[src/rtl/motor_agitation_scheduler_if.sv]
// Bus between the cycle FSM and the drum motor scheduler.
// Signal suffixes are from the scheduler's point of view.
interface motor_agitation_scheduler_if;
    logic       enable_i;
    logic [1:0] phase_i;
    logic       pause_i;
    logic       door_closed_i;
    logic       motor_o;
    logic [1:0] motor_dir_o;
    logic       spin_full_o;
    logic [7:0] reversals_o;
    logic       fault_o;

    // Cycle FSM side: issues requests, watches motor status.
    modport master (
        output enable_i, phase_i, pause_i, door_closed_i,
        input  motor_o, motor_dir_o, spin_full_o, reversals_o, fault_o
    );

    // Scheduler side.
    modport slave (
        input  enable_i, phase_i, pause_i, door_closed_i,
        output motor_o, motor_dir_o, spin_full_o, reversals_o, fault_o
    );
endinterface

[src/rtl/motor_agitation_scheduler.sv]
// Drum motor scheduler: alternating CW/CCW agitation with dead time,
// ramped spin, braking, pause freeze and door-open abort.
module motor_agitation_scheduler #(
    parameter int TICK_DIV        = 100,
    parameter int RUN_TICKS_WASH  = 8,
    parameter int RUN_TICKS_RINSE = 4,
    parameter int DEAD_TICKS      = 2,
    parameter int SPIN_RAMP_TICKS = 4
) (
    input  logic                          clk,
    input  logic                          rst_n,
    motor_agitation_scheduler_if.slave    ctl
);
    localparam int PW = $clog2(TICK_DIV);
    localparam int TW = 16;
    localparam logic [PW-1:0] PRESC_LAST = PW'(TICK_DIV - 1);
    localparam logic [TW-1:0] DEAD_LAST  = TW'(DEAD_TICKS - 1);
    localparam logic [TW-1:0] RAMP_LAST  = TW'(SPIN_RAMP_TICKS - 1);
    localparam logic [TW-1:0] WASH_LAST  = TW'(RUN_TICKS_WASH - 1);
    localparam logic [TW-1:0] RINSE_LAST = TW'(RUN_TICKS_RINSE - 1);

    typedef enum logic [2:0] {
        STOP, RUN_CW, DEAD_CW, RUN_CCW, DEAD_CCW, SPIN_RAMP, SPIN_FULL, BRAKE
    } state_t;

    state_t        state_q, state_d;
    logic [PW-1:0] presc_q, presc_d;
    logic [TW-1:0] tick_q, tick_d;
    logic [1:0]    cur_phase_q, cur_phase_d;
    logic [7:0]    rev_q, rev_d;
    logic          fault_q, fault_d;
    logic          motor_q, motor_d;
    logic [1:0]    dir_q, dir_d;
    logic          spin_full_q, spin_full_d;

    logic          tick_pulse;
    logic          stop_req;
    logic [TW-1:0] run_last;
    logic [7:0]    rev_inc;

    assign tick_pulse = (presc_q == PRESC_LAST);
    // Phase 11 never equals a latched phase, so it also forces a stop.
    assign stop_req   = !ctl.enable_i || (ctl.phase_i != cur_phase_q) || (ctl.phase_i == 2'b11);
    assign run_last   = (cur_phase_q == 2'b01) ? RINSE_LAST : WASH_LAST;
    assign rev_inc    = (rev_q == 8'hFF) ? 8'hFF : rev_q + 8'd1;

    // Next-state, counters, interlocks and registered output decode.
    always_comb begin
        state_d     = state_q;
        presc_d     = presc_q;
        tick_d      = tick_q;
        cur_phase_d = cur_phase_q;
        rev_d       = rev_q;
        fault_d     = fault_q;

        if (state_q == STOP) begin
            if (fault_q && !ctl.enable_i && ctl.door_closed_i)
                fault_d = 1'b0;
            if (!fault_q && ctl.enable_i && ctl.door_closed_i && !ctl.pause_i) begin
                if (ctl.phase_i == 2'b00 || ctl.phase_i == 2'b01) begin
                    state_d     = RUN_CW;
                    cur_phase_d = ctl.phase_i;
                    rev_d       = 8'd0;
                end else if (ctl.phase_i == 2'b10) begin
                    state_d     = SPIN_RAMP;
                    cur_phase_d = ctl.phase_i;
                end
            end
        end else if (!ctl.door_closed_i) begin
            // Door opened under load: cut power at once, no braking phase.
            state_d = STOP;
            fault_d = 1'b1;
        end else if (state_q != BRAKE && stop_req) begin
            state_d = BRAKE;
        end else if (!ctl.pause_i) begin
            presc_d = tick_pulse ? '0 : presc_q + PW'(1);
            // SPIN_FULL is held forever, so its tick count is frozen to avoid wrap.
            if (tick_pulse && state_q != SPIN_FULL)
                tick_d = tick_q + TW'(1);
            if (tick_pulse) begin
                case (state_q)
                    RUN_CW:    if (tick_q == run_last)  state_d = DEAD_CW;
                    DEAD_CW:   if (tick_q == DEAD_LAST) begin state_d = RUN_CCW; rev_d = rev_inc; end
                    RUN_CCW:   if (tick_q == run_last)  state_d = DEAD_CCW;
                    DEAD_CCW:  if (tick_q == DEAD_LAST) begin state_d = RUN_CW; rev_d = rev_inc; end
                    SPIN_RAMP: if (tick_q == RAMP_LAST) state_d = SPIN_FULL;
                    BRAKE:     if (tick_q == DEAD_LAST) state_d = STOP;
                    default:   ;
                endcase
            end
        end

        if (state_d != state_q) begin
            presc_d = '0;
            tick_d  = '0;
        end

        motor_d     = 1'b0;
        dir_d       = 2'b00;
        spin_full_d = (state_d == SPIN_FULL);
        case (state_d)
            RUN_CW, SPIN_RAMP, SPIN_FULL: begin motor_d = 1'b1; dir_d = 2'b01; end
            RUN_CCW:                      begin motor_d = 1'b1; dir_d = 2'b10; end
            default:                      ;
        endcase
        // A held pause keeps the motor de-energised without losing position.
        if (ctl.pause_i && state_q != STOP) begin
            motor_d = 1'b0;
            dir_d   = 2'b00;
        end
    end

    // State and output registers; reset parks the motor immediately.
    always_ff @(posedge clk or negedge rst_n) begin
        if (!rst_n) begin
            state_q     <= STOP;
            presc_q     <= '0;
            tick_q      <= '0;
            cur_phase_q <= 2'b00;
            rev_q       <= 8'd0;
            fault_q     <= 1'b0;
            motor_q     <= 1'b0;
            dir_q       <= 2'b00;
            spin_full_q <= 1'b0;
        end else begin
            state_q     <= state_d;
            presc_q     <= presc_d;
            tick_q      <= tick_d;
            cur_phase_q <= cur_phase_d;
            rev_q       <= rev_d;
            fault_q     <= fault_d;
            motor_q     <= motor_d;
            dir_q       <= dir_d;
            spin_full_q <= spin_full_d;
        end
    end

    assign ctl.motor_o     = motor_q;
    assign ctl.motor_dir_o = dir_q;
    assign ctl.spin_full_o = spin_full_q;
    assign ctl.reversals_o = rev_q;
    assign ctl.fault_o     = fault_q;
endmodule

[src/flat_wrapper.sv]
// flat-port wrapper written by rule: the top's interface ports become plain ports
module motor_agitation_scheduler_flat 
#(
    parameter int TICK_DIV        = 100,
    parameter int RUN_TICKS_WASH  = 8,
    parameter int RUN_TICKS_RINSE = 4,
    parameter int DEAD_TICKS      = 2,
    parameter int SPIN_RAMP_TICKS = 4
)
  (clk, rst_n, ctl_enable_i, ctl_phase_i, ctl_pause_i, ctl_door_closed_i, ctl_motor_o, ctl_motor_dir_o, ctl_spin_full_o, ctl_reversals_o, ctl_fault_o);
  motor_agitation_scheduler_if ctl_i ();
  input  logic clk;
  input  logic rst_n;
  input wire logic [$bits(ctl_i.enable_i)-1:0] ctl_enable_i;
  input wire logic [$bits(ctl_i.phase_i)-1:0] ctl_phase_i;
  input wire logic [$bits(ctl_i.pause_i)-1:0] ctl_pause_i;
  input wire logic [$bits(ctl_i.door_closed_i)-1:0] ctl_door_closed_i;
  output wire logic [$bits(ctl_i.motor_o)-1:0] ctl_motor_o;
  output wire logic [$bits(ctl_i.motor_dir_o)-1:0] ctl_motor_dir_o;
  output wire logic [$bits(ctl_i.spin_full_o)-1:0] ctl_spin_full_o;
  output wire logic [$bits(ctl_i.reversals_o)-1:0] ctl_reversals_o;
  output wire logic [$bits(ctl_i.fault_o)-1:0] ctl_fault_o;
  assign ctl_i.enable_i = ctl_enable_i;
  assign ctl_i.phase_i = ctl_phase_i;
  assign ctl_i.pause_i = ctl_pause_i;
  assign ctl_i.door_closed_i = ctl_door_closed_i;
  assign ctl_motor_o = ctl_i.motor_o;
  assign ctl_motor_dir_o = ctl_i.motor_dir_o;
  assign ctl_spin_full_o = ctl_i.spin_full_o;
  assign ctl_reversals_o = ctl_i.reversals_o;
  assign ctl_fault_o = ctl_i.fault_o;
  motor_agitation_scheduler #(.TICK_DIV(TICK_DIV), .RUN_TICKS_WASH(RUN_TICKS_WASH), .RUN_TICKS_RINSE(RUN_TICKS_RINSE), .DEAD_TICKS(DEAD_TICKS), .SPIN_RAMP_TICKS(SPIN_RAMP_TICKS)) u_core (.clk(clk), .rst_n(rst_n), .ctl(ctl_i));
endmodule
[config.mk]
export PLATFORM = sky130hd
export DESIGN_NAME = motor_agitation_scheduler_flat
export DESIGN_NICKNAME = d
export VERILOG_FILES = /design/src/rtl/motor_agitation_scheduler_if.sv /design/src/rtl/motor_agitation_scheduler.sv /design/src/flat_wrapper.sv
export SDC_FILE = /design/constraint.sdc
export NUM_CORES = 1
export LEC_CHECK = 0
export ABC_AREA = 1
export CAP_MARGIN = 20
export CORE_ASPECT_RATIO = 1.4
export CORE_MARGIN = 2
export CORE_UTILIZATION = 55
export CTS_BUF_LIST = sky130_fd_sc_hd__clkbuf_16
export DETAILED_ROUTE_END_ITERATION = 10
export DONT_BUFFER_PORTS = 1
export PLACE_DENSITY = 0.67
export SETUP_SLACK_MARGIN = 0.5
export SYNTH_ARGS = -nofsm -noshare
export SYNTH_HDL_FRONTEND = slang
export SYNTH_SLANG_ARGS = --single-unit
export TNS_END_PERCENT = 20
[constraint.sdc]
create_clock -name clk -period 2.7 [get_ports clk]
set_clock_uncertainty 0.1 [all_clocks]
set_input_delay 0.27 -clock clk [delete_from_list [all_inputs] [get_ports clk]]
set_output_delay 0.27 -clock clk [all_outputs]
set_load 0.1 [all_outputs]
=== Yosys cells after proc, flatten, opt, wreduce, memory -nomap -nowiden ===
Index checks and enable logic that the tools add are counted.

* Bits in registers: 41
* Input port bits: 7
* Output and inout bits: 13

* Add/sub/neg operators: 3
* Equal/unequal tests: 32
* Muxes and demuxes: 47
* Reductions and logical operators: 32

{| class="wikitable"
|+ Operators with widths
! operator !! number
|-
| 16-bit 2-to-1 mux || 6
|-
| 8-bit 2-to-1 mux || 10
|-
| 3-bit 2-to-1 mux || 15
|-
| 7-bit 2-to-1 mux || 6
|-
| 3-bit case mux with 6 select lines || 1
|-
| 16-bit by 1-bit adder with 16-bit output (second input constant) || 1
|-
| 16-bit by 1-bit equality test with 1-bit output (second input constant) || 1
|-
| 16-bit equality test || 1
|-
| 16-bit by 2-bit equality test with 1-bit output (second input constant) || 1
|-
| 3-bit equality test (second input constant) || 5
|-
| 2-bit nonzero test || 7
|-
| 2-bit inequality test (second input constant) || 5
|-
| 3-bit by 2-bit equality test with 1-bit output (second input constant) || 3
|-
| 8-bit by 1-bit adder with 8-bit output (second input constant) || 1
|-
| 8-bit equality test (second input constant) || 1
|-
| 1-bit logical AND || 8
|-
| 2-bit by 1-bit inequality test with 1-bit output (second input constant) || 4
|-
| 8-bit AND reduction || 1
|-
| 7-bit by 1-bit adder with 7-bit output (second input constant) || 1
|-
| 7-bit equality test (second input constant) || 1
|-
| 3-bit by 1-bit equality test with 1-bit output (second input constant) || 2
|-
| 2-bit 2-to-1 mux || 3
|-
| 3-bit inequality test (second input constant) || 2
|-
| 1-bit 2-to-1 mux || 5
|-
| other kinds (17) || 23
|}

=== Depth between registers and ports, before layout ===
* Depth after elaboration: 14
* Mapped depth: 18

=== Least setup slack after synthesis ===
Ideal clock, no wire load.

* Path kind: reg-to-reg
* Start point: reg u_core.fault_q, in the netlist u_core.ctl.fault_o
* End point: reg u_core.presc_q[3]
* Data arrival time: 2.088 ns
* Slack: 0.439 ns
* Stages on the path, launching flop included: 14
* Period minus slack after synthesis: 2.261 ns
* Cell sequence: dfrtp_1 -> inv_1 -> nand4_1 -> nor2_1 -> inv_2 -> nor2_4 -> inv_1 -> nand2_2 -> nand2_1 -> nand2_1 -> nor2_4 -> nand2_2 -> buf_6 -> a21oi_2

* Cells in the longest elaborated chain, start to end: 9
* Elaborated cells on any way between the ends: 13

{| class="wikitable"
|+ Ends and longest elaborated chain
! item !! line !! text
|-
| from (decl) || motor_agitation_scheduler.sv:31 || <nowiki>logic fault_q, fault_d;</nowiki>
|-
| from (signal assigned) || motor_agitation_scheduler.sv:131 || <nowiki>fault_q <= fault_d;</nowiki>
|-
| 1-bit zero test (*) || motor_agitation_scheduler.sv:59 || <nowiki>if (!fault_q && ctl.enable_i && ctl.door_closed_i && !ctl.pause_i) begin</nowiki>
|-
| 1-bit logical AND (*) (3 in a row) || motor_agitation_scheduler.sv:59 ||
|-
| 3-bit 2-to-1 mux (*) || motor_agitation_scheduler.sv:59 ||
|-
| 3-bit 2-to-1 mux (*) || motor_agitation_scheduler.sv:56 || <nowiki>if (state_q == STOP) begin</nowiki>
|-
| net u_core.state_d[0] || motor_agitation_scheduler.sv:26 || <nowiki>state_t state_q, state_d;</nowiki>
|-
| 3-bit inequality test (*) || motor_agitation_scheduler.sv:93 || <nowiki>if (state_d != state_q) begin</nowiki>
|-
| 2-bit inequality test (no source line), or another cell as far along || n/a ||
|-
| 4-bit AND reduction (no source line) || n/a ||
|-
| to (signal assigned) || motor_agitation_scheduler.sv:127 || <nowiki>presc_q <= presc_d;</nowiki>
|-
| to (decl) || motor_agitation_scheduler.sv:27 || <nowiki>logic [PW-1:0] presc_q, presc_d;</nowiki>
|}

Mark *: on every way through the listed nets, which the timed path passes. The rest lies on a longest branch.
A chain may end at the register's enable or synchronous reset.

=== Final worst setup path ===
* Start point: reg u_core.tick_q[1]
* End point: reg u_core.tick_q[2]

* Cells in the longest elaborated chain, start to end: 11
* Elaborated cells on any way between the ends: 29

{| class="wikitable"
|+ Ends and longest elaborated chain
! item !! line !! text
|-
| from (decl) || motor_agitation_scheduler.sv:28 || <nowiki>logic [TW-1:0] tick_q, tick_d;</nowiki>
|-
| from (signal assigned) || motor_agitation_scheduler.sv:128 || <nowiki>tick_q <= tick_d;</nowiki>
|-
| 16-bit by 1-bit equality test with 1-bit output, or another cell as far along || motor_agitation_scheduler.sv:83, motor_agitation_scheduler.sv:85, motor_agitation_scheduler.sv:87 ||
|-
| 3-bit 2-to-1 mux, or another cell as far along || motor_agitation_scheduler.sv:87 || <nowiki>BRAKE: if (tick_q == DEAD_LAST) state_d = STOP;</nowiki>
|-
| 3-bit case mux with 6 select lines || motor_agitation_scheduler.sv:81 || <nowiki>case (state_q)</nowiki>
|-
| 3-bit 2-to-1 mux || motor_agitation_scheduler.sv:80 || <nowiki>if (tick_pulse) begin</nowiki>
|-
| 3-bit 2-to-1 mux || motor_agitation_scheduler.sv:75 || <nowiki>end else if (!ctl.pause_i) begin</nowiki>
|-
| 3-bit 2-to-1 mux || motor_agitation_scheduler.sv:73 || <nowiki>end else if (state_q != BRAKE && stop_req) begin</nowiki>
|-
| 3-bit 2-to-1 mux || motor_agitation_scheduler.sv:69 || <nowiki>end else if (!ctl.door_closed_i) begin</nowiki>
|-
| 3-bit 2-to-1 mux || motor_agitation_scheduler.sv:56 ||
|-
| 3-bit inequality test || motor_agitation_scheduler.sv:93 ||
|-
| 2-bit inequality test (no source line), or another cell as far along || n/a ||
|-
| 5-bit AND reduction (no source line) || n/a ||
|}

Several ways; a longest one is shown, not always the timed one. The select of a mux whose other input is x is not followed.

==> metrics.txt <==
# TYPE chip_impl_metric gauge
chip_impl_metric{name="min_period_over_period",unit=""} 0.875
chip_impl_info{name="timing.critical_path.to_type",value="register"} 1
chip_impl_info{name="crit-reg2reg-launch",value="u_core.tick_q[1]$_DFFE_PN0P_"} 1
chip_impl_metric{name="period_minus_slack",unit="ps"} 2360
chip_impl_metric{name="ant_nets",unit=""} 0
chip_impl_info{name="critical-path-top-delay-family",value="simple AND/OR/NAND/NOR gates"} 1
chip_impl_metric{name="io_pins",unit=""} 20
chip_impl_metric{name="syn-num-nets",unit=""} 390
chip_impl_metric{name="grt_pass1_vias",unit=""} 2760
chip_impl_metric{name="ys_ff_latch",unit=""} 41
chip_impl_metric{name="route.vias.total",unit=""} 2894
chip_impl_metric{name="power_switching",unit="mW"} 1.66
chip_impl_metric{name="combPwrFrac",unit=""} 0.551
chip_impl_metric{name="max_cap_violations",unit=""} 0
chip_impl_metric{name="worst-slew-pin-transition",unit="ps"} 888
chip_impl_metric{name="grt_antenna_before_repair",unit=""} 0
chip_impl_info{name="cell_at_the_slowest_stage_of_the_critical_path",value="sky130_fd_sc_hd__dfrtp_1"} 1
chip_impl_metric{name="drc_errors",unit=""} 0
chip_impl_metric{name="clockBufferDepth",unit=""} 2
chip_impl_metric{name="pwr-share-seq",unit=""} 0.277
chip_impl_metric{name="synth.yosys.warnings",unit=""} 0
chip_impl_metric{name="fp-row-count",unit=""} 30
chip_impl_metric{name="switching_part_of_the_total",unit=""} 0.493
chip_impl_metric{name="htreeDepth",unit=""} 2
chip_impl_info{name="crit_path_cell_trace",value="inv_2 -> ha_4 -> nand2_2 -> nor2_4 -> nand2_2 -> nand2_2 -> nand3_1 -> nor2_1 -> nand2_1 -> nand2_1 -> nand2_1 -> nand2_2 -> nand2_1 -> nand2_2 -> nor2_4 -> buf_6 -> buf_16 -> nand4_1 -> nand2_1"} 1
chip_impl_metric{name="worst-endpoint-arrival",unit="ps"} 2430
chip_impl_metric{name="hold_fails_final_rpt",unit=""} 0
chip_impl_info{name="leading_cell_types_by_total_area_after_synthesis",value="sky130_fd_sc_hd__dfrtp_1 (37%), sky130_fd_sc_hd__nand2_1 (12%), sky130_fd_sc_hd__nand4_1 (6.8%), sky130_fd_sc_hd__inv_1 (6.3%), sky130_fd_sc_hd__nor2_1 (6.1%)"} 1
chip_impl_metric{name="fp.dieH",unit="um"} 87.7
chip_impl_metric{name="fin_nets",unit=""} 454
chip_impl_metric{name="drt_first_pass_iters",unit=""} 5
chip_impl_metric{name="drt_wl_total",unit="um"} 8110
chip_impl_metric{name="post_drt_via_cell_ratio",unit=""} 5.70
chip_impl_metric{name="r2r.worst_path.cells",unit=""} 19
chip_impl_metric{name="post_detailed_placement_cell_area",unit="mm^2"} 0.00293
chip_impl_metric{name="finalPower",unit="mW"} 3.38
chip_impl_metric{name="grt_start_max_net_pins",unit=""} 42
chip_impl_metric{name="synth_area_per_cell",unit="um^2"} 7.25
chip_impl_metric{name="final_critical_path_setup_slack",unit="ps"} 336
chip_impl_info{name="worst_r2r_endpoint",value="u_core.tick_q[2]$_DFFE_PN0P_"} 1
chip_impl_metric{name="grt_first_pass_wirelength",unit="um"} 12800
chip_impl_metric{name="clock-sinks",unit=""} 41
chip_impl_metric{name="place_worst_setup_slack",unit="ps"} 213
chip_impl_metric{name="port_buffers",unit=""} 0
chip_impl_info{name="layout.cells.most_common_list",value="sky130_fd_sc_hd__nand2_1 (75), sky130_fd_sc_hd__buf_4 (52), sky130_fd_sc_hd__inv_1 (46)"} 1
chip_impl_metric{name="post_synth_design_cell_area",unit="mm^2"} 0.00275
chip_impl_metric{name="gr-usage-all-layers",unit=""} 0.296
chip_impl_metric{name="syn2layout_area_growth",unit="%"} 34.6
chip_impl_metric{name="overflow",unit=""} 0
chip_impl_metric{name="synth.lib_cells_used.distinct",unit=""} 33
chip_impl_info{name="worst_setup_path_class",value="reg -> reg"} 1
chip_impl_info{name="status",value="completed"} 1
chip_impl_info{name="grt_setup_unrepaired",value="yes"} 1
chip_impl_metric{name="post_route_cells_drive_above_1_share",unit=""} 0.295
chip_impl_info{name="crit_end",value="u_core.tick_q[2]$_DFFE_PN0P_"} 1
chip_impl_metric{name="gp_congestion",unit=""} 0.937
chip_impl_metric{name="chipWidth",unit="um"} 63.8
chip_impl_metric{name="max_slew_violation_count",unit=""} 0
chip_impl_metric{name="per_cell_routed_wire_length",unit="um"} 16.0
chip_impl_metric{name="setup_violations",unit=""} 0
chip_impl_info{name="cts_tree",value="built"} 1
chip_impl_info{name="synth_top_cell_by_area",value="sky130_fd_sc_hd__dfrtp_1"} 1
chip_impl_metric{name="timing.setup.tns",unit="ps"} 0
chip_impl_metric{name="critPathMaxFanout",unit=""} 11
chip_impl_metric{name="detailedRoute.firstIterationViolations",unit=""} 194
chip_impl_metric{name="pwr_density_cell",unit="mW/mm^2"} 913
chip_impl_metric{name="achievable-frequency",unit="MHz"} 423
chip_impl_info{name="final_common_cell",value="sky130_fd_sc_hd__nand2_1"} 1
chip_impl_metric{name="clockPowerShare",unit=""} 0.172
chip_impl_metric{name="dieArea",unit="mm^2"} 0.00559
chip_impl_metric{name="share_of_the_yosys_chip_area_belonging_to_registers",unit=""} 0.373
chip_impl_metric{name="slew-limit-headroom",unit=""} 0.409
chip_impl_metric{name="synthCells",unit=""} 379
chip_impl_info{name="cp-start-kind",value="register"} 1
chip_impl_metric{name="initial_utilization",unit=""} 0.568
chip_impl_metric{name="antenna_cells_inserted",unit=""} 0
chip_impl_metric{name="cts.reportedPaths.clkPinSlew",unit="ps"} 60
chip_impl_metric{name="p_int",unit="mW"} 1.71
chip_impl_metric{name="setup.reg_to_reg.worst_slack",unit="ps"} 340
chip_impl_info{name="min-delay-path-class",value="in -> reg"} 1
chip_impl_metric{name="logic_depth_of_the_worst_path_buffers_included",unit=""} 19
chip_impl_metric{name="highest_ir_drop_seen_on_vdd",unit="uV"} 399
chip_impl_metric{name="final_cell_area",unit="mm^2"} 0.00370
chip_impl_metric{name="max_stage_delay",unit="ps"} 440
chip_impl_metric{name="worstPathRequired",unit="ps"} 2770
chip_impl_metric{name="crit_buf_inv",unit=""} 3
chip_impl_metric{name="p_leak",unit="nW"} 1.83
chip_impl_metric{name="numCtsBuffers",unit=""} 5
chip_impl_metric{name="worst_skew_pair.late_latency",unit="ps"} 280
chip_impl_metric{name="hpwl",unit="um"} 4740
chip_impl_metric{name="core",unit="mm^2"} 0.00484
chip_impl_info{name="clock-root-buffer",value="sky130_fd_sc_hd__clkbuf_16"} 1
chip_impl_metric{name="netlist.area_leader.share",unit=""} 0.373
chip_impl_metric{name="whs",unit="ps"} 37.2
chip_impl_info{name="critPathLaunch",value="u_core.tick_q[1]$_DFFE_PN0P_"} 1
## area by class of cell
type | count | area (um^2)
Clock buffer | 5 | 125
Clock inverter | 3 | 18.8
Fill cell | 329 | 1140
Inverter | 53 | 199
Multi-Input combinational cell | 277 | 1630
Sequential cell | 41 | 1030
Tap cell | 64 | 80.1
Timing Repair Buffer | 65 | 621
## power by group through the flow
stage / Clock (mW) / Sequential [mW] / Combinational [mW]
6_report: 0.580 / 0.937 / 1.86
5_1_grt: 0.614 / 0.946 / 1.97
4_1_cts: 0.592 / 0.937 / 1.75
3_5_place_dp: 0 / 0.948 / 1.37
3_3_place_gp: 0 / 0.947 / 1.35
2_1_floorplan: 0 / 1.40 / 0.634
## repair_timing
action / in CTS / in global routing
setup endpoints to repair: 28 / 35
gates cloned: 2 / 1
gates resized for setup: 40 / 12
pin swaps: 15 / 18
hold buffers: 3 / 0
buffers inserted: 39 / 2
endpoints found under the hold margin: 42 / 0
## worst min-delay path by stage
| stage | cells past startpoint | startpoint | end |
|---|---|---|---|
| 3_5_place_dp | 0 | rst_n | u_core.ctl.spin_full_o$_DFF_PN0_ |
| 6_report | 2 | ctl_phase_i[0] | u_core.cur_phase_q[0]$_DFFE_PN0P_ |
| 3_3_place_gp | 0 | rst_n | u_core.ctl.motor_o$_DFF_PN0_ |
| 2_1_floorplan | 0 | rst_n | u_core.ctl.fault_o$_DFFE_PN0P_ |
| 4_1_cts | 2 | ctl_phase_i[0] | u_core.cur_phase_q[0]$_DFFE_PN0P_ |
| 5_1_grt | 2 | ctl_phase_i[0] | u_core.cur_phase_q[0]$_DFFE_PN0P_ |
## cells in the mapped netlist
| library cell | number |
|---|---|
| sky130_fd_sc_hd__nand2_1 | 88 |
| sky130_fd_sc_hd__inv_1 | 46 |
| sky130_fd_sc_hd__nor2_1 | 45 |
| sky130_fd_sc_hd__dfrtp_1 | 41 |
| sky130_fd_sc_hd__nand4_1 | 30 |
| sky130_fd_sc_hd__nand3_1 | 26 |
| sky130_fd_sc_hd__xor2_1 | 16 |
| sky130_fd_sc_hd__o21ai_0 | 11 |
| sky130_fd_sc_hd__nor3_1 | 9 |
| sky130_fd_sc_hd__a21oi_1 | 7 |
| sky130_fd_sc_hd__inv_2 | 7 |
| sky130_fd_sc_hd__o22ai_1 | 6 |
| sky130_fd_sc_hd__a21oi_2 | 5 |
| sky130_fd_sc_hd__nand2_2 | 5 |
| sky130_fd_sc_hd__nor2_2 | 5 |
| sky130_fd_sc_hd__ha_1 | 4 |
| sky130_fd_sc_hd__xnor2_1 | 4 |
| sky130_fd_sc_hd__buf_2 | 3 |
| sky130_fd_sc_hd__nor2_4 | 3 |
| sky130_fd_sc_hd__nor4_1 | 3 |
| sky130_fd_sc_hd__buf_4 | 2 |
| sky130_fd_sc_hd__nand3b_1 | 2 |
| sky130_fd_sc_hd__a211oi_4 | 1 |
| sky130_fd_sc_hd__a32o_1 | 1 |
| sky130_fd_sc_hd__and2_1 | 1 |
| sky130_fd_sc_hd__buf_1 | 1 |
| sky130_fd_sc_hd__buf_6 | 1 |
| sky130_fd_sc_hd__clkbuf_1 | 1 |
| sky130_fd_sc_hd__nor3_2 | 1 |
| sky130_fd_sc_hd__o21ai_1 | 1 |
| sky130_fd_sc_hd__o21bai_1 | 1 |
| sky130_fd_sc_hd__o21bai_4 | 1 |
| sky130_fd_sc_hd__o32ai_1 | 1 |
## logic make-up after synthesis
family,after synthesis,synth area share
DFF,41,0.373
buffers and inverters,61,0.0901
AOI/OAI and AO/OA,35,0.0878
adders and majority gates,4,0.0182
xor gates and xnor gates,20,0.0637
and+or+nand+nor,218,0.367
## stage by stage
step	std cells	util
global placement	453	0.605
CTS	505	0.747
finish	508	0.764
global route	508	0.764
floorplan	379	-
detailed placement	453	0.605
## worst register-to-register path: stages, from the launching register on
cell,delay [ps]
sky130_fd_sc_hd__dfrtp_1,440
sky130_fd_sc_hd__inv_2,110
sky130_fd_sc_hd__ha_4,130
sky130_fd_sc_hd__nand2_2,70
sky130_fd_sc_hd__nor2_4,150
sky130_fd_sc_hd__nand2_2,90
sky130_fd_sc_hd__nand2_2,100
sky130_fd_sc_hd__nand3_1,70
sky130_fd_sc_hd__nor2_1,100
sky130_fd_sc_hd__nand2_1,70
sky130_fd_sc_hd__nand2_1,60
sky130_fd_sc_hd__nand2_1,80
sky130_fd_sc_hd__nand2_2,80
sky130_fd_sc_hd__nand2_1,60
sky130_fd_sc_hd__nand2_2,90
sky130_fd_sc_hd__nor2_4,50
sky130_fd_sc_hd__buf_6,120
sky130_fd_sc_hd__buf_16,140
sky130_fd_sc_hd__nand4_1,80
sky130_fd_sc_hd__nand2_1,60
## state kept, by name (all words and copies together), names as in the netlist
register / cells
u_core.tick_q: 16
u_core.ctl.reversals_o: 8
u_core.presc_q: 7
u_core.state_q: 3
u_core.ctl.motor_dir_o: 2
u_core.cur_phase_q: 2
u_core.ctl.fault_o: 1
u_core.ctl.motor_o: 1
u_core.ctl.spin_full_o: 1
## per-layer routing
layer	vias to the layer above	track usage	wire (um)
met5	-	0	0
met4	0	0.128	386
met3	42	0.0476	462
met2	141	0.560	4380
met1	1337	0.325	2880
li1	1374	-	-
Note: power is estimated with default switching activity, not from simulation.
